**src/rtl/ahb_apb_pkg.sv**
```systemverilog
// Shared types and constants for the AHB-Lite to APB bridge.
package ahb_apb_pkg;

    localparam int unsigned APB_DW = 32;
    localparam int unsigned AHB_AW = 32;
    localparam int unsigned SLOT_W = 4;

    localparam logic [1:0] HTRANS_IDLE   = 2'b00;
    localparam logic [1:0] HTRANS_BUSY   = 2'b01;
    localparam logic [1:0] HTRANS_NONSEQ = 2'b10;
    localparam logic [1:0] HTRANS_SEQ    = 2'b11;

    typedef enum logic [1:0] {
        ST_IDLE   = 2'd0,
        ST_WDATA  = 2'd1,
        ST_SETUP  = 2'd2,
        ST_ACCESS = 2'd3
    } state_t;

    // Address-phase command latched when a transfer is accepted.
    typedef struct packed {
        logic [AHB_AW-1:0] addr;
        logic              write;
        logic [SLOT_W-1:0] slot;
    } apb_cmd_t;

endpackage

```
**src/rtl/apb_rdata_mux.sv**
```systemverilog
// Selects one slave's read-data slice; zero when disabled or the slot is unmapped.
module apb_rdata_mux
    import ahb_apb_pkg::*;
#(
    parameter int unsigned NSLV = 4
) (
    input  logic                     i_en,
    input  logic [SLOT_W-1:0]        i_slot,
    input  logic [NSLV*APB_DW-1:0]   i_rdata,
    output logic [APB_DW-1:0]        o_rdata_c
);

    always_comb begin
        o_rdata_c = '0;
        for (int unsigned k = 0; k < NSLV; k++) begin
            if (i_en && (i_slot == SLOT_W'(k))) begin
                o_rdata_c = i_rdata[k*APB_DW +: APB_DW];
            end
        end
    end

endmodule

```
**src/rtl/ahb_apb_bridge.sv**
```systemverilog
// AHB-Lite single-transfer to APB2 initiator: one SETUP plus one ACCESS per transfer,
// one-hot PSEL over NSLV 4 KB slots.
module ahb_apb_bridge
    import ahb_apb_pkg::*;
#(
    parameter int unsigned NSLV    = 4,
    parameter int unsigned SEL_LSB = 12
) (
    input  logic                    clk,
    input  logic                    rst_n,
    input  logic                    HSEL,
    input  logic [31:0]             HADDR,
    input  logic [1:0]              HTRANS,
    input  logic                    HWRITE,
    input  logic [2:0]              HSIZE,
    input  logic [31:0]             HWDATA,
    input  logic                    HREADY,
    output logic                    HREADYOUT,
    output logic [31:0]             HRDATA,
    output logic                    HRESP,
    output logic [31:0]             PADDR,
    output logic                    PWRITE,
    output logic [NSLV-1:0]         PSEL,
    output logic                    PENABLE,
    output logic [31:0]             PWRDATA,
    input  logic [NSLV*32-1:0]      PRDDATA
);

    state_t            r_state;
    state_t            w_next;
    apb_cmd_t          r_cmd;
    logic [31:0]       r_pwrdata;
    logic [NSLV-1:0]   r_psel;
    logic              r_penable;
    logic              r_hreadyout;

    logic              w_accept;
    logic              w_start;
    logic [SLOT_W-1:0] w_slot_nxt;
    logic [NSLV-1:0]   w_psel_nxt;
    logic [31:0]       w_hrdata;
    logic              w_unused;

    assign w_unused = ^{HSIZE, HTRANS[0]};
    assign w_accept = HSEL & HTRANS[1] & HREADY;

    // FSM state register
    always_ff @(posedge clk or negedge rst_n) begin
        if (!rst_n) begin
            r_state <= ST_IDLE;
        end else begin
            r_state <= w_next;
        end
    end

    // Next state; a new transfer is only taken in IDLE or in the last (ACCESS) cycle
    always_comb begin
        w_next  = r_state;
        w_start = 1'b0;
        case (r_state)
            ST_IDLE: begin
                if (w_accept) begin
                    w_start = 1'b1;
                    w_next  = HWRITE ? ST_WDATA : ST_SETUP;
                end
            end
            ST_WDATA:  w_next = ST_SETUP;
            ST_SETUP:  w_next = ST_ACCESS;
            ST_ACCESS: begin
                if (w_accept) begin
                    w_start = 1'b1;
                    w_next  = HWRITE ? ST_WDATA : ST_SETUP;
                end else begin
                    w_next = ST_IDLE;
                end
            end
            default:   w_next = ST_IDLE;
        endcase
    end

    assign w_slot_nxt = w_start ? HADDR[SEL_LSB +: SLOT_W] : r_cmd.slot;

    // One-hot select for the upcoming cycle; unmapped slots decode to all zero
    always_comb begin
        w_psel_nxt = '0;
        if ((w_next == ST_SETUP) || (w_next == ST_ACCESS)) begin
            for (int unsigned k = 0; k < NSLV; k++) begin
                if (w_slot_nxt == SLOT_W'(k)) begin
                    w_psel_nxt[k] = 1'b1;
                end
            end
        end
    end

    always_ff @(posedge clk or negedge rst_n) begin
        if (!rst_n) begin
            r_cmd       <= '0;
            r_pwrdata   <= '0;
            r_psel      <= '0;
            r_penable   <= 1'b0;
            r_hreadyout <= 1'b1;
        end else begin
            if (w_start) begin
                r_cmd.addr  <= {HADDR[31:2], 2'b00};
                r_cmd.write <= HWRITE;
                r_cmd.slot  <= HADDR[SEL_LSB +: SLOT_W];
            end
            if (r_state == ST_WDATA) begin
                r_pwrdata <= HWDATA;
            end
            r_psel      <= w_psel_nxt;
            r_penable   <= (w_next == ST_ACCESS);
            r_hreadyout <= (w_next == ST_IDLE) || (w_next == ST_ACCESS);
        end
    end

    apb_rdata_mux #(
        .NSLV (NSLV)
    ) u_rdata_mux (
        .i_en      ((r_state == ST_ACCESS) && !r_cmd.write),
        .i_slot    (r_cmd.slot),
        .i_rdata   (PRDDATA),
        .o_rdata_c (w_hrdata)
    );

    assign HREADYOUT = r_hreadyout;
    assign HRDATA    = w_hrdata;
    assign HRESP     = 1'b0;
    assign PADDR     = r_cmd.addr;
    assign PWRITE    = r_cmd.write;
    assign PSEL      = r_psel;
    assign PENABLE   = r_penable;
    assign PWRDATA   = r_pwrdata;

endmodule

```
**config.mk**
```make
export PLATFORM = sky130hd
export DESIGN_NAME = ahb_apb_bridge
export DESIGN_NICKNAME = d
export VERILOG_FILES = /design/src/rtl/ahb_apb_pkg.sv /design/src/rtl/apb_rdata_mux.sv /design/src/rtl/ahb_apb_bridge.sv
export SDC_FILE = /design/constraint.sdc
export NUM_CORES = 1
export LEC_CHECK = 0
export ABC_AREA = 1
export CAP_MARGIN = 30
export CORE_MARGIN = 8
export CORE_UTILIZATION = 38
export CTS_BUF_LIST = sky130_fd_sc_hd__clkbuf_8
export DETAILED_ROUTE_END_ITERATION = 6
export GPL_ROUTABILITY_DRIVEN = 0
export PLACE_DENSITY = 0.94
export SLEW_MARGIN = 10
export SYNTH_ARGS = -nofsm -noshare
export SYNTH_HDL_FRONTEND = slang
export SYNTH_SLANG_ARGS = --single-unit
export TNS_END_PERCENT = 5
```
**constraint.sdc**
```tcl
create_clock -name clk -period 3 [get_ports clk]
set_input_delay 0.3 -clock clk [delete_from_list [all_inputs] [get_ports clk]]
set_output_delay 0.3 -clock clk [all_outputs]
set_load 0.02 [all_outputs]
```
==> impl_results.html, run 1 <==
<table>
<tr><th>Metric</th><th>Value</th></tr>
<tr><th colspan="2">Outcome</th></tr>
<tr><td>Outcome</td><td>completed</td></tr>
<tr><th colspan="2">Global routing</th></tr>
<tr><td>Number of antenna violations at the first check in global routing</td><td>2</td></tr>
<tr><td>Pin count of the biggest net entering global routing</td><td>41</td></tr>
<tr><td>Global route total overflow</td><td>0</td></tr>
<tr><td>Gr usage total</td><td>0.236</td></tr>
<tr><td>Vias in the first global route</td><td>4863</td></tr>
<tr><td>Global-route wire length before repair</td><td>26200 um</td></tr>
<tr><th colspan="2">Detailed routing</th></tr>
<tr><td>Vias per cell</td><td>5.13</td></tr>
<tr><td>Pre-antenna DRT Iters</td><td>4</td></tr>
<tr><td>Drt drc</td><td>0</td></tr>
<tr><td>Initial detailed-routing violation count</td><td>403</td></tr>
<tr><td>Vias post-DR</td><td>4529</td></tr>
<tr><td>Wire per inst</td><td>19.2 um</td></tr>
<tr><td>Total Routed Length</td><td>17000 um</td></tr>
<tr><td>Detail Route Antenna Nets</td><td>0</td></tr>
<tr><th colspan="2">Critical path</th></tr>
<tr><td>Crit end category</td><td>output pin</td></tr>
<tr><td>Number of stages on the worst setup path</td><td>8</td></tr>
<tr><td>Path depth of the worst reg2reg path</td><td>10</td></tr>
<tr><td>Largest stage delay, worst path</td><td>650 ps</td></tr>
<tr><td>CP Launch Type</td><td>register</td></tr>
<tr><td>Reg2Reg Launch Point</td><td>r_state[0]</td></tr>
<tr><td>Launching element of the worst setup path</td><td>r_state[1]</td></tr>
<tr><td>Required arrival time at the worst endpoint</td><td>2700 ps</td></tr>
<tr><td>Start-to-end type of the worst setup path</td><td>register to output pin</td></tr>
<tr><td>Maximum fanout along the worst path</td><td>28</td></tr>
<tr><td>Arrival time worst endpoint</td><td>2410 ps</td></tr>
<tr><td>Capture point of the critical path</td><td>HRDATA[15]</td></tr>
<tr><td>Capture instance of the worst register-to-register path</td><td>PSEL[1]</td></tr>
<tr><td>Flop2flop setup slack</td><td>1140 ps</td></tr>
<tr><td>CP max stage cell</td><td>sky130_fd_sc_hd__clkdlybuf4s50_1</td></tr>
<tr><td>Worst Path Buf+Inv</td><td>3</td></tr>
<tr><td>Category of cells accounting for the largest share of critical-path delay</td><td>buffers and inverters</td></tr>
<tr><td>CP most frequent cell</td><td>sky130_fd_sc_hd__buf_12</td></tr>
<tr><td>Critical Path, Cell by Cell</td><td>ha_1 &gt; nand2_1 &gt; nor2_4 &gt; buf_12 &gt; buf_12 &gt; nand3_1 &gt; nand4_1 &gt; clkdlybuf4s50_1</td></tr>
<tr><th colspan="2">Synthesis</th></tr>
<tr><td>Count of yosys warnings during synthesis</td><td>0</td></tr>
<tr><td>Combinational family with the most area after synthesis</td><td>simple AND/OR/NAND/NOR gates</td></tr>
<tr><td>Simple-Gate Fraction of Synth Area</td><td>0.344</td></tr>
<tr><td>Share of synthesized area occupied by flip-flops and latches</td><td>0.447</td></tr>
<tr><td>Synthesized netlist cell count</td><td>454</td></tr>
<tr><td>Synthesized area divided by synthesized cell count</td><td>8.77 um^2</td></tr>
<tr><td>Synth area leader</td><td>sky130_fd_sc_hd__dfrtp_1</td></tr>
<tr><td>Yosys top cell area share</td><td>0.440</td></tr>
<tr><td>Number of unique standard cell types used by synthesis</td><td>23</td></tr>
<tr><td>Adder-cell share of the synthesized area</td><td>0.0189</td></tr>
<tr><td>Top-count cell post-synth</td><td>sky130_fd_sc_hd__nand3_1</td></tr>
<tr><td>Ranking of synthesized cells by area</td><td>sky130_fd_sc_hd__dfrtp_1 (44%), sky130_fd_sc_hd__nand3_1 (17%), sky130_fd_sc_hd__mux2_2 (9.1%)</td></tr>
<tr><td>Complex-gate fraction of the synthesized area</td><td>0.00754</td></tr>
<tr><td>Fraction of synthesized cell area in xor and xnor cells</td><td>0</td></tr>
<tr><td>Number of flip-flops and latches in the synthesized netlist</td><td>71</td></tr>
<tr><td>List of most frequent post-synthesis cells</td><td>sky130_fd_sc_hd__nand3_1 (135), sky130_fd_sc_hd__nand2_1 (96), sky130_fd_sc_hd__dfrtp_1 (70)</td></tr>
<tr><td>Count of flip-flops with a built-in enable after synthesis</td><td>0</td></tr>
<tr><td>Fraction of registers with async set/reset</td><td>1.00</td></tr>
<tr><td>Most common flop cell mapped by yosys</td><td>sky130_fd_sc_hd__dfrtp_1</td></tr>
<tr><td>Post-synthesis instance area</td><td>3980 um^2</td></tr>
<tr><td>Portion of netlist area occupied by mux cells</td><td>0.0905</td></tr>
<tr><th colspan="2">Final layout</th></tr>
<tr><td>Final net count</td><td>947</td></tr>
<tr><td>Layout filler cell count</td><td>755</td></tr>
<tr><td>Area growth from synthesis to layout</td><td>80.9%</td></tr>
<tr><td>Layout cell share with drive strength beyond 1</td><td>0.105</td></tr>
<tr><th colspan="2">CTS</th></tr>
<tr><td>Post-CTS clock slew at the launch and capture registers of the worst setup and hold paths</td><td>70 ps</td></tr>
<tr><td>Number of buffers on the longest clock path</td><td>2</td></tr>
<tr><td>Worst-Skew Late Latency</td><td>350 ps</td></tr>
<tr><td>Count of clock tree sinks</td><td>71</td></tr>
<tr><td>Inserted Clock Buffers</td><td>9</td></tr>
<tr><td>CTS tree</td><td>done</td></tr>
<tr><td>Count of H-tree levels built during CTS</td><td>3</td></tr>
<tr><td>Root Driver</td><td>sky130_fd_sc_hd__clkbuf_8</td></tr>
<tr><th colspan="2">Floorplanning</th></tr>
<tr><td>Placement Rows</td><td>37</td></tr>
<tr><td>Initial core utilization</td><td>0.389</td></tr>
<tr><td>Core region area</td><td>10200 um^2</td></tr>
<tr><td>DIE HEIGHT</td><td>118 um</td></tr>
<tr><td>Die Outline Area</td><td>14000 um^2</td></tr>
<tr><td>Die X-Extent</td><td>118 um</td></tr>
<tr><td>I/O pin total</td><td>306</td></tr>
<tr><th colspan="2">Timing</th></tr>
<tr><td>Final Cycle Share</td><td>0.903</td></tr>
<tr><td>Number of slew-limit violations in the final report</td><td>0</td></tr>
<tr><td>Minimum clock period</td><td>2710 ps</td></tr>
<tr><td>Hold Vio Cnt, Final</td><td>0</td></tr>
<tr><td>Relative slew slack</td><td>0.564</td></tr>
<tr><td>Measured slew at the worst slew-check pin</td><td>652 ps</td></tr>
<tr><td>Final setup fails</td><td>0</td></tr>
<tr><td>Setup TNS after final layout</td><td>0 ps</td></tr>
<tr><td>Maximum achievable frequency</td><td>369 MHz</td></tr>
<tr><td>Clock Skew</td><td>5.50 ps</td></tr>
<tr><td>RSZ-0062 raised after global routing</td><td>no</td></tr>
<tr><th colspan="2">Worst hold path</th></tr>
<tr><td>Worst hold path class</td><td>primary input to async pin</td></tr>
<tr><th colspan="2">Run</th></tr>
<tr><td>Maximum capacitance violations</td><td>0</td></tr>
<tr><th colspan="2">Power</th></tr>
<tr><td>Switching Fraction</td><td>0.409</td></tr>
<tr><td>Logic pwr share</td><td>0.566</td></tr>
<tr><td>Leak Pwr</td><td>0.00300 uW</td></tr>
<tr><td>Sequential share of power</td><td>0.301</td></tr>
<tr><td>NetSw</td><td>2290 uW</td></tr>
<tr><td>Total power draw</td><td>5600 uW</td></tr>
<tr><td>Portion of total power attributed to the clock network</td><td>0.133</td></tr>
<tr><td>Internal portion of total power</td><td>3310 uW</td></tr>
<tr><td>Worst ir drop on vdd</td><td>0.615 mV</td></tr>
<tr><td>Areal power density over the cells</td><td>778 nW/um^2</td></tr>
<tr><th colspan="2">Placed design</th></tr>
<tr><td>Number of input and output port buffers inserted</td><td>296</td></tr>
<tr><td>Sum of net half-perimeters after detailed placement</td><td>13700 um</td></tr>
</table>
[final cells by class]
type	instances	area, um^2	share of cell area
repair buffers	310	3140	0.436
multi-input cells	329	1850	0.257
flip-flops and latches	71	1780	0.247
well taps	136	170	0.0236
clock buffers	10	138	0.0191
inverters	18	67.6	0.00938
clock inverters	6	53.8	0.00747
diodes	2	5.00	0.000695
[per-stage QoR]
step                instances  setup slack [ps]  hold slack, ps   util  instance area [um^2]
floorplan                 456              1080            4.41      -                  3990
global placement          860               512             443  0.678                  6940
detailed placement        860               436             468  0.678                  6940
CTS                       876              47.3            81.2  0.697                  7130
global route              882               155             445  0.704                  7200
finish                    882               290             428  0.704                  7200
[worst register-to-register path, delay by kind of cell (launching register included)]
family / cells / cell delay, ps
simple gates: 5 / 680
fa+ha+maj: 2 / 430
flops: 1 / 370
buf+inv: 2 / 150
compound gates: 1 / 130
[worst min path at each step]
stage                     startpoint          to  slack, ps  cells after the start
after global placement         rst_n  PWRDATA[2]        440                      1
final                          rst_n  PWRDATA[1]        430                      2
after detailed placement       rst_n  PWRDATA[0]        470                      1
after floorplan                rst_n   PADDR[10]          4                      0
after CTS                      rst_n  PWRDATA[1]         80                      1
after global routing           rst_n  PWRDATA[1]        440                      2
[sequential cells by signal, summed over array words and instances, names as in the netlist]
| register | flops |
|---|---|
| HREADYOUT | 1 |
| r_state | 2 |
| PWRDATA | 32 |
| PENABLE | 1 |
| PWRITE | 1 |
| r_cmd | 3 |
| PSEL | 4 |
| PADDR | 27 |
[kinds of logic after synthesis]
family	Yosys count
fa+ha+maj	6
compound gates	6
mux	32
buf+inv	56
other cells	1
flops	71
simple gates	282
[metal layers]
metal / global-route usage / part of all wire / up-vias
met1: 0.227 / 0.33 / 2104
met3: 0.0942 / 0.11 / 52
met2: 0.418 / 0.51 / 242
met4: 0.145 / 0.053 / 0
met5: 0 / 0 / -
li1: - / - / 2131
[cell usage in the layout (no fill, tap or decap), types with 6 or more instances in the layout]
cell / instances
sky130_fd_sc_hd__ha_1: 6
sky130_fd_sc_hd__nand3_1: 135
sky130_fd_sc_hd__nand4_1: 32
sky130_fd_sc_hd__inv_1: 16
sky130_fd_sc_hd__mux2_2: 32
sky130_fd_sc_hd__dfrtp_1: 70
sky130_fd_sc_hd__buf_4: 8
sky130_fd_sc_hd__clkbuf_8: 10
sky130_fd_sc_hd__nor2_1: 6
sky130_fd_sc_hd__nand2_1: 96
sky130_fd_sc_hd__clkdlybuf4s50_1: 295
[power groups by stage]
stage	Combinational, uW	Sequential [uW]	Clock (uW)
after CTS	3200	1690	759
after floorplan	1160	2200	0
final	3170	1690	743
after detailed placement	3180	1700	0
after global routing	3410	1740	801
after global placement	3110	1660	0
[timing repair]
item | 4_1_cts | 5_1_grt
endpoints found under the hold margin | 0 | 15
setup endpoints to repair | 0 | 32
hold buffers | 0 | 1
resized for setup | 0 | 0
buffers inserted | 0 | 2
No activity file was read; power rests on OpenSTA's default activity.
==> inputs of run 2 (changes only) <==
CORE_UTILIZATION = 30   (was 38)
PLACE_DENSITY = 0.76   (was 0.94)
SKIP_CTS_REPAIR_TIMING = 1   (was unset)
SYNTH_HIERARCHICAL = 1   (was unset)
==> impl_results.html, run 2 <==
<table>
<tr><th>Metric</th><th>Value</th></tr>
<tr><th colspan="2">Outcome</th></tr>
<tr><td>Outcome</td><td>completed</td></tr>
<tr><th colspan="2">Global routing</th></tr>
<tr><td>Number of antenna violations at the first check in global routing</td><td>1 (-1)</td></tr>
<tr><td>Gr usage total</td><td>0.183 (-0.0532)</td></tr>
<tr><td>Global route total overflow</td><td>0 (unchanged)</td></tr>
<tr><td>Pin count of the biggest net entering global routing</td><td>129 (+210%)</td></tr>
<tr><td>Vias in the first global route</td><td>4805 (-1.2%)</td></tr>
<tr><td>Global-route wire length before repair</td><td>26500 um (+1.3%)</td></tr>
<tr><th colspan="2">Critical path</th></tr>
<tr><td>Arrival time worst endpoint</td><td>2540 ps (+130 ps)</td></tr>
<tr><td>Required arrival time at the worst endpoint</td><td>2700 ps (about the same)</td></tr>
<tr><td>Start-to-end type of the worst setup path</td><td>register to output pin</td></tr>
<tr><td>CP Launch Type</td><td>register</td></tr>
<tr><td>Maximum fanout along the worst path</td><td>64 (+130%)</td></tr>
<tr><td>Crit end category</td><td>output pin</td></tr>
<tr><th colspan="2">Synthesis</th></tr>
<tr><td>Number of flip-flops and latches in the synthesized netlist</td><td>71 (unchanged)</td></tr>
<tr><td>Yosys top cell area share</td><td>0.419 (-0.0210)</td></tr>
<tr><td>Synthesized netlist cell count</td><td>465 (+2.4%)</td></tr>
<tr><td>Complex-gate fraction of the synthesized area</td><td>0.00599 (-0.00156)</td></tr>
<tr><td>Post-synthesis instance area</td><td>4180 um^2 (+5.0%)</td></tr>
<tr><td>List of most frequent post-synthesis cells</td><td>sky130_fd_sc_hd__nand4_1 (160), sky130_fd_sc_hd__nand2_1 (97), sky130_fd_sc_hd__dfrtp_1 (70)</td></tr>
<tr><td>Most common flop cell mapped by yosys</td><td>sky130_fd_sc_hd__dfrtp_1</td></tr>
<tr><td>Number of unique standard cell types used by synthesis</td><td>26 (+13%)</td></tr>
<tr><td>Fraction of synthesized cell area in xor and xnor cells</td><td>0 (unchanged)</td></tr>
<tr><td>Portion of netlist area occupied by mux cells</td><td>0.0862 (-0.00431)</td></tr>
<tr><td>Combinational family with the most area after synthesis</td><td>simple AND/OR/NAND/NOR gates</td></tr>
<tr><td>Simple-Gate Fraction of Synth Area</td><td>0.362 (+0.0181)</td></tr>
<tr><td>Count of yosys warnings during synthesis</td><td>6 (+6)</td></tr>
<tr><td>Ranking of synthesized cells by area</td><td>sky130_fd_sc_hd__dfrtp_1 (42%), sky130_fd_sc_hd__nand4_1 (24%), sky130_fd_sc_hd__nand2_1 (8.7%)</td></tr>
<tr><td>Adder-cell share of the synthesized area</td><td>0.0180 (-0.000898)</td></tr>
<tr><td>Fraction of registers with async set/reset</td><td>1.00 (unchanged)</td></tr>
<tr><td>Synth area leader</td><td>sky130_fd_sc_hd__dfrtp_1</td></tr>
<tr><td>Synthesized area divided by synthesized cell count</td><td>8.99 um^2 (+2.5%)</td></tr>
<tr><td>Share of synthesized area occupied by flip-flops and latches</td><td>0.425 (-0.0213)</td></tr>
<tr><td>Count of flip-flops with a built-in enable after synthesis</td><td>0 (unchanged)</td></tr>
<tr><td>Top-count cell post-synth</td><td>sky130_fd_sc_hd__nand4_1</td></tr>
<tr><th colspan="2">Timing</th></tr>
<tr><td>RSZ-0062 raised after global routing</td><td>no</td></tr>
<tr><td>Worst Setup Slack, final</td><td>156 ps (-134 ps)</td></tr>
<tr><td>Setup TNS after final layout</td><td>0 ps (unchanged)</td></tr>
<tr><td>Number of slew-limit violations in the final report</td><td>0 (unchanged)</td></tr>
<tr><td>Hold Vio Cnt, Final</td><td>0 (unchanged)</td></tr>
<tr><td>Maximum achievable frequency</td><td>352 MHz (-4.7%)</td></tr>
<tr><td>Minimum clock period</td><td>2840 ps (+134 ps)</td></tr>
<tr><td>Final Cycle Share</td><td>0.948 (+0.0446)</td></tr>
<tr><td>Final setup fails</td><td>0 (unchanged)</td></tr>
<tr><td>Relative slew slack</td><td>0.495 (-0.0688)</td></tr>
<tr><td>Clock Skew</td><td>12.6 ps (+7.11 ps)</td></tr>
<tr><td>Measured slew at the worst slew-check pin</td><td>757 ps (+105 ps)</td></tr>
<tr><th colspan="2">CTS</th></tr>
<tr><td>Inserted Clock Buffers</td><td>9 (unchanged)</td></tr>
<tr><td>Count of clock tree sinks</td><td>71 (unchanged)</td></tr>
<tr><td>Post-CTS clock slew at the launch and capture registers of the worst setup and hold paths</td><td>80 ps (about the same)</td></tr>
<tr><td>Number of buffers on the longest clock path</td><td>2 (unchanged)</td></tr>
<tr><td>Count of H-tree levels built during CTS</td><td>3 (unchanged)</td></tr>
<tr><td>Root Driver</td><td>sky130_fd_sc_hd__clkbuf_8</td></tr>
<tr><td>Worst-Skew Late Latency</td><td>350 ps (about the same)</td></tr>
<tr><td>CTS tree</td><td>done</td></tr>
<tr><th colspan="2">Power</th></tr>
<tr><td>Portion of total power attributed to the clock network</td><td>0.140 (+0.007)</td></tr>
<tr><td>Internal portion of total power</td><td>3440 uW (+4.0%)</td></tr>
<tr><td>Leak Pwr</td><td>0.00305 uW (+1.7%)</td></tr>
<tr><td>Switching Fraction</td><td>0.427 (+0.0183)</td></tr>
<tr><td>Sequential share of power</td><td>0.279 (-0.022)</td></tr>
<tr><td>Areal power density over the cells</td><td>813 nW/um^2 (+4.5%)</td></tr>
<tr><td>Worst ir drop on vdd</td><td>0.618 mV (+0.46%)</td></tr>
<tr><td>NetSw</td><td>2570 uW (+12%)</td></tr>
<tr><td>Logic pwr share</td><td>0.581 (+0.015)</td></tr>
<tr><th colspan="2">Worst hold path</th></tr>
<tr><td>Worst hold path class</td><td>primary input to async pin</td></tr>
<tr><th colspan="2">Floorplanning</th></tr>
<tr><td>I/O pin total</td><td>306 (unchanged)</td></tr>
<tr><td>Die X-Extent</td><td>134 um (+13%)</td></tr>
<tr><td>Initial core utilization</td><td>0.305 (-0.0844)</td></tr>
<tr><td>Placement Rows</td><td>43 (+16%)</td></tr>
<tr><td>Core region area</td><td>13700 um^2 (+34%)</td></tr>
<tr><td>DIE HEIGHT</td><td>134 um (+13%)</td></tr>
<tr><td>Die Outline Area</td><td>18000 um^2 (+28%)</td></tr>
<tr><th colspan="2">Placed design</th></tr>
<tr><td>Setup Slack @ Placement</td><td>413 ps (-23.9 ps)</td></tr>
<tr><td>Sum of net half-perimeters after detailed placement</td><td>13400 um (-2.1%)</td></tr>
<tr><td>Number of placed cells counting well taps</td><td>902 (+4.9%)</td></tr>
<tr><td>Number of input and output port buffers inserted</td><td>296 (unchanged)</td></tr>
<tr><th colspan="2">Final layout</th></tr>
<tr><td>Leading cell types in the layout, fill and taps excluded</td><td>sky130_fd_sc_hd__clkdlybuf4s50_1 (291), sky130_fd_sc_hd__nand4_1 (160), sky130_fd_sc_hd__nand2_1 (97)</td></tr>
<tr><td>Layout cell share with drive strength beyond 1</td><td>0.102 (-0.00307)</td></tr>
<tr><td>Final net count</td><td>941 (-0.63%)</td></tr>
<tr><td>Number of antenna cells inserted</td><td>0 (-2)</td></tr>
<tr><td>Area growth from synthesis to layout</td><td>77.0%</td></tr>
<tr><td>Combined area of the multi-input logic cells</td><td>1990 um^2 (+7.4%)</td></tr>
<tr><td>Layout filler cell count</td><td>1218 (+61%)</td></tr>
<tr><td>Most common library cell in the layout ignoring fill and taps</td><td>sky130_fd_sc_hd__clkdlybuf4s50_1</td></tr>
<tr><td>Number of flip-flops in the largest register</td><td>32 (unchanged)</td></tr>
<tr><td>Final instance count without filler cells</td><td>917 (+4.0%)</td></tr>
<tr><td>Reg area</td><td>1780 um^2 (about the same)</td></tr>
<tr><th colspan="2">Detailed routing</th></tr>
<tr><td>Pre-antenna DRT Iters</td><td>4 (unchanged)</td></tr>
<tr><td>Total Routed Length</td><td>17400 um (+2.4%)</td></tr>
<tr><td>Vias post-DR</td><td>4692 (+3.6%)</td></tr>
<tr><td>Drt drc</td><td>0 (unchanged)</td></tr>
<tr><td>Vias per cell</td><td>5.12 (-0.36%)</td></tr>
<tr><td>Initial detailed-routing violation count</td><td>238 (-41%)</td></tr>
<tr><td>Detail Route Antenna Nets</td><td>0 (unchanged)</td></tr>
<tr><td>Wire per inst</td><td>18.9 um (-1.5%)</td></tr>
<tr><th colspan="2">Run</th></tr>
<tr><td>Maximum capacitance violations</td><td>0 (unchanged)</td></tr>
</table>
run 2: worst max-delay path, stage by stage, from the launching register on:
cell and delay [ps]:
sky130_fd_sc_hd__dfrtp_1 410, sky130_fd_sc_hd__ha_1 160, sky130_fd_sc_hd__inv_1 50, sky130_fd_sc_hd__nor2_1 180, sky130_fd_sc_hd__inv_1 100, sky130_fd_sc_hd__nor2_4 110, sky130_fd_sc_hd__buf_12 260, sky130_fd_sc_hd__nand4_1 130
sky130_fd_sc_hd__nand4_1 150, sky130_fd_sc_hd__clkdlybuf4s50_1 620
run 2: worst paths after layout:
check,cells after the start,slack [ps],endpoint,start
setup / recovery,9,160,HRDATA[4],r_state[1]
hold / removal,1,20,PWRDATA[14],rst_n
setup reg to reg,10,1100,PSEL[0],r_state[0]
hold reg to reg,2,480,PADDR[20],PADDR[20]
max in group asynchronous,2,2300,PADDR[20],rst_n
min in group clk,2,480,PADDR[20],PADDR[20]
run 2: area by class of cell:
class,instances,area share
timing repair buffer,307,0.421
inverter,18,0.00981
tap,180,0.0305
sequential,71,0.241
clock inverter,6,0.0127
clock buffer,9,0.0167
multi-input combinational,326,0.269
run 2: kinds of logic (layout without fill, tap and decap cells):
kind of cell / Yosys count / in the layout
compound gates: 5 / 5
buf+inv: 70 / 340
simple gates: 280 / 280
other cells: 1 / 3
mux: 32 / 32
flops: 71 / 71
fa+ha+maj: 6 / 6
run 2: through the flow:
step           power (uW)  utilization  hold WS, ps  instance area (um^2)
3_5_place_dp         5210        0.522          413                  7160
4_1_cts              6080        0.538         20.4                  7380
3_3_place_gp         5080        0.522          398                  7160
6_report             6020        0.539         15.0                  7400
2_1_floorplan        3650            -         4.41                  4190
5_1_grt              6400        0.539         68.8                  7400
run 2: layer usage:
layer  global-route usage  up-vias  share of wire
met5                    0        -        0.00075
li1                     -     2241              -
met1                0.197     2207           0.37
met2                0.313      214           0.49
met4               0.0561        2          0.021
met3               0.0845       28           0.12
run 2: power by group through the flow:
stage | sequential (uW) | clock, uW | combinational, uW
finish | 1680 | 841 | 3490
CTS | 1690 | 865 | 3520
floorplan | 2200 | 0 | 1450
detailed placement | 1700 | 0 | 3510
global placement | 1660 | 0 | 3420
global route | 1740 | 908 | 3760
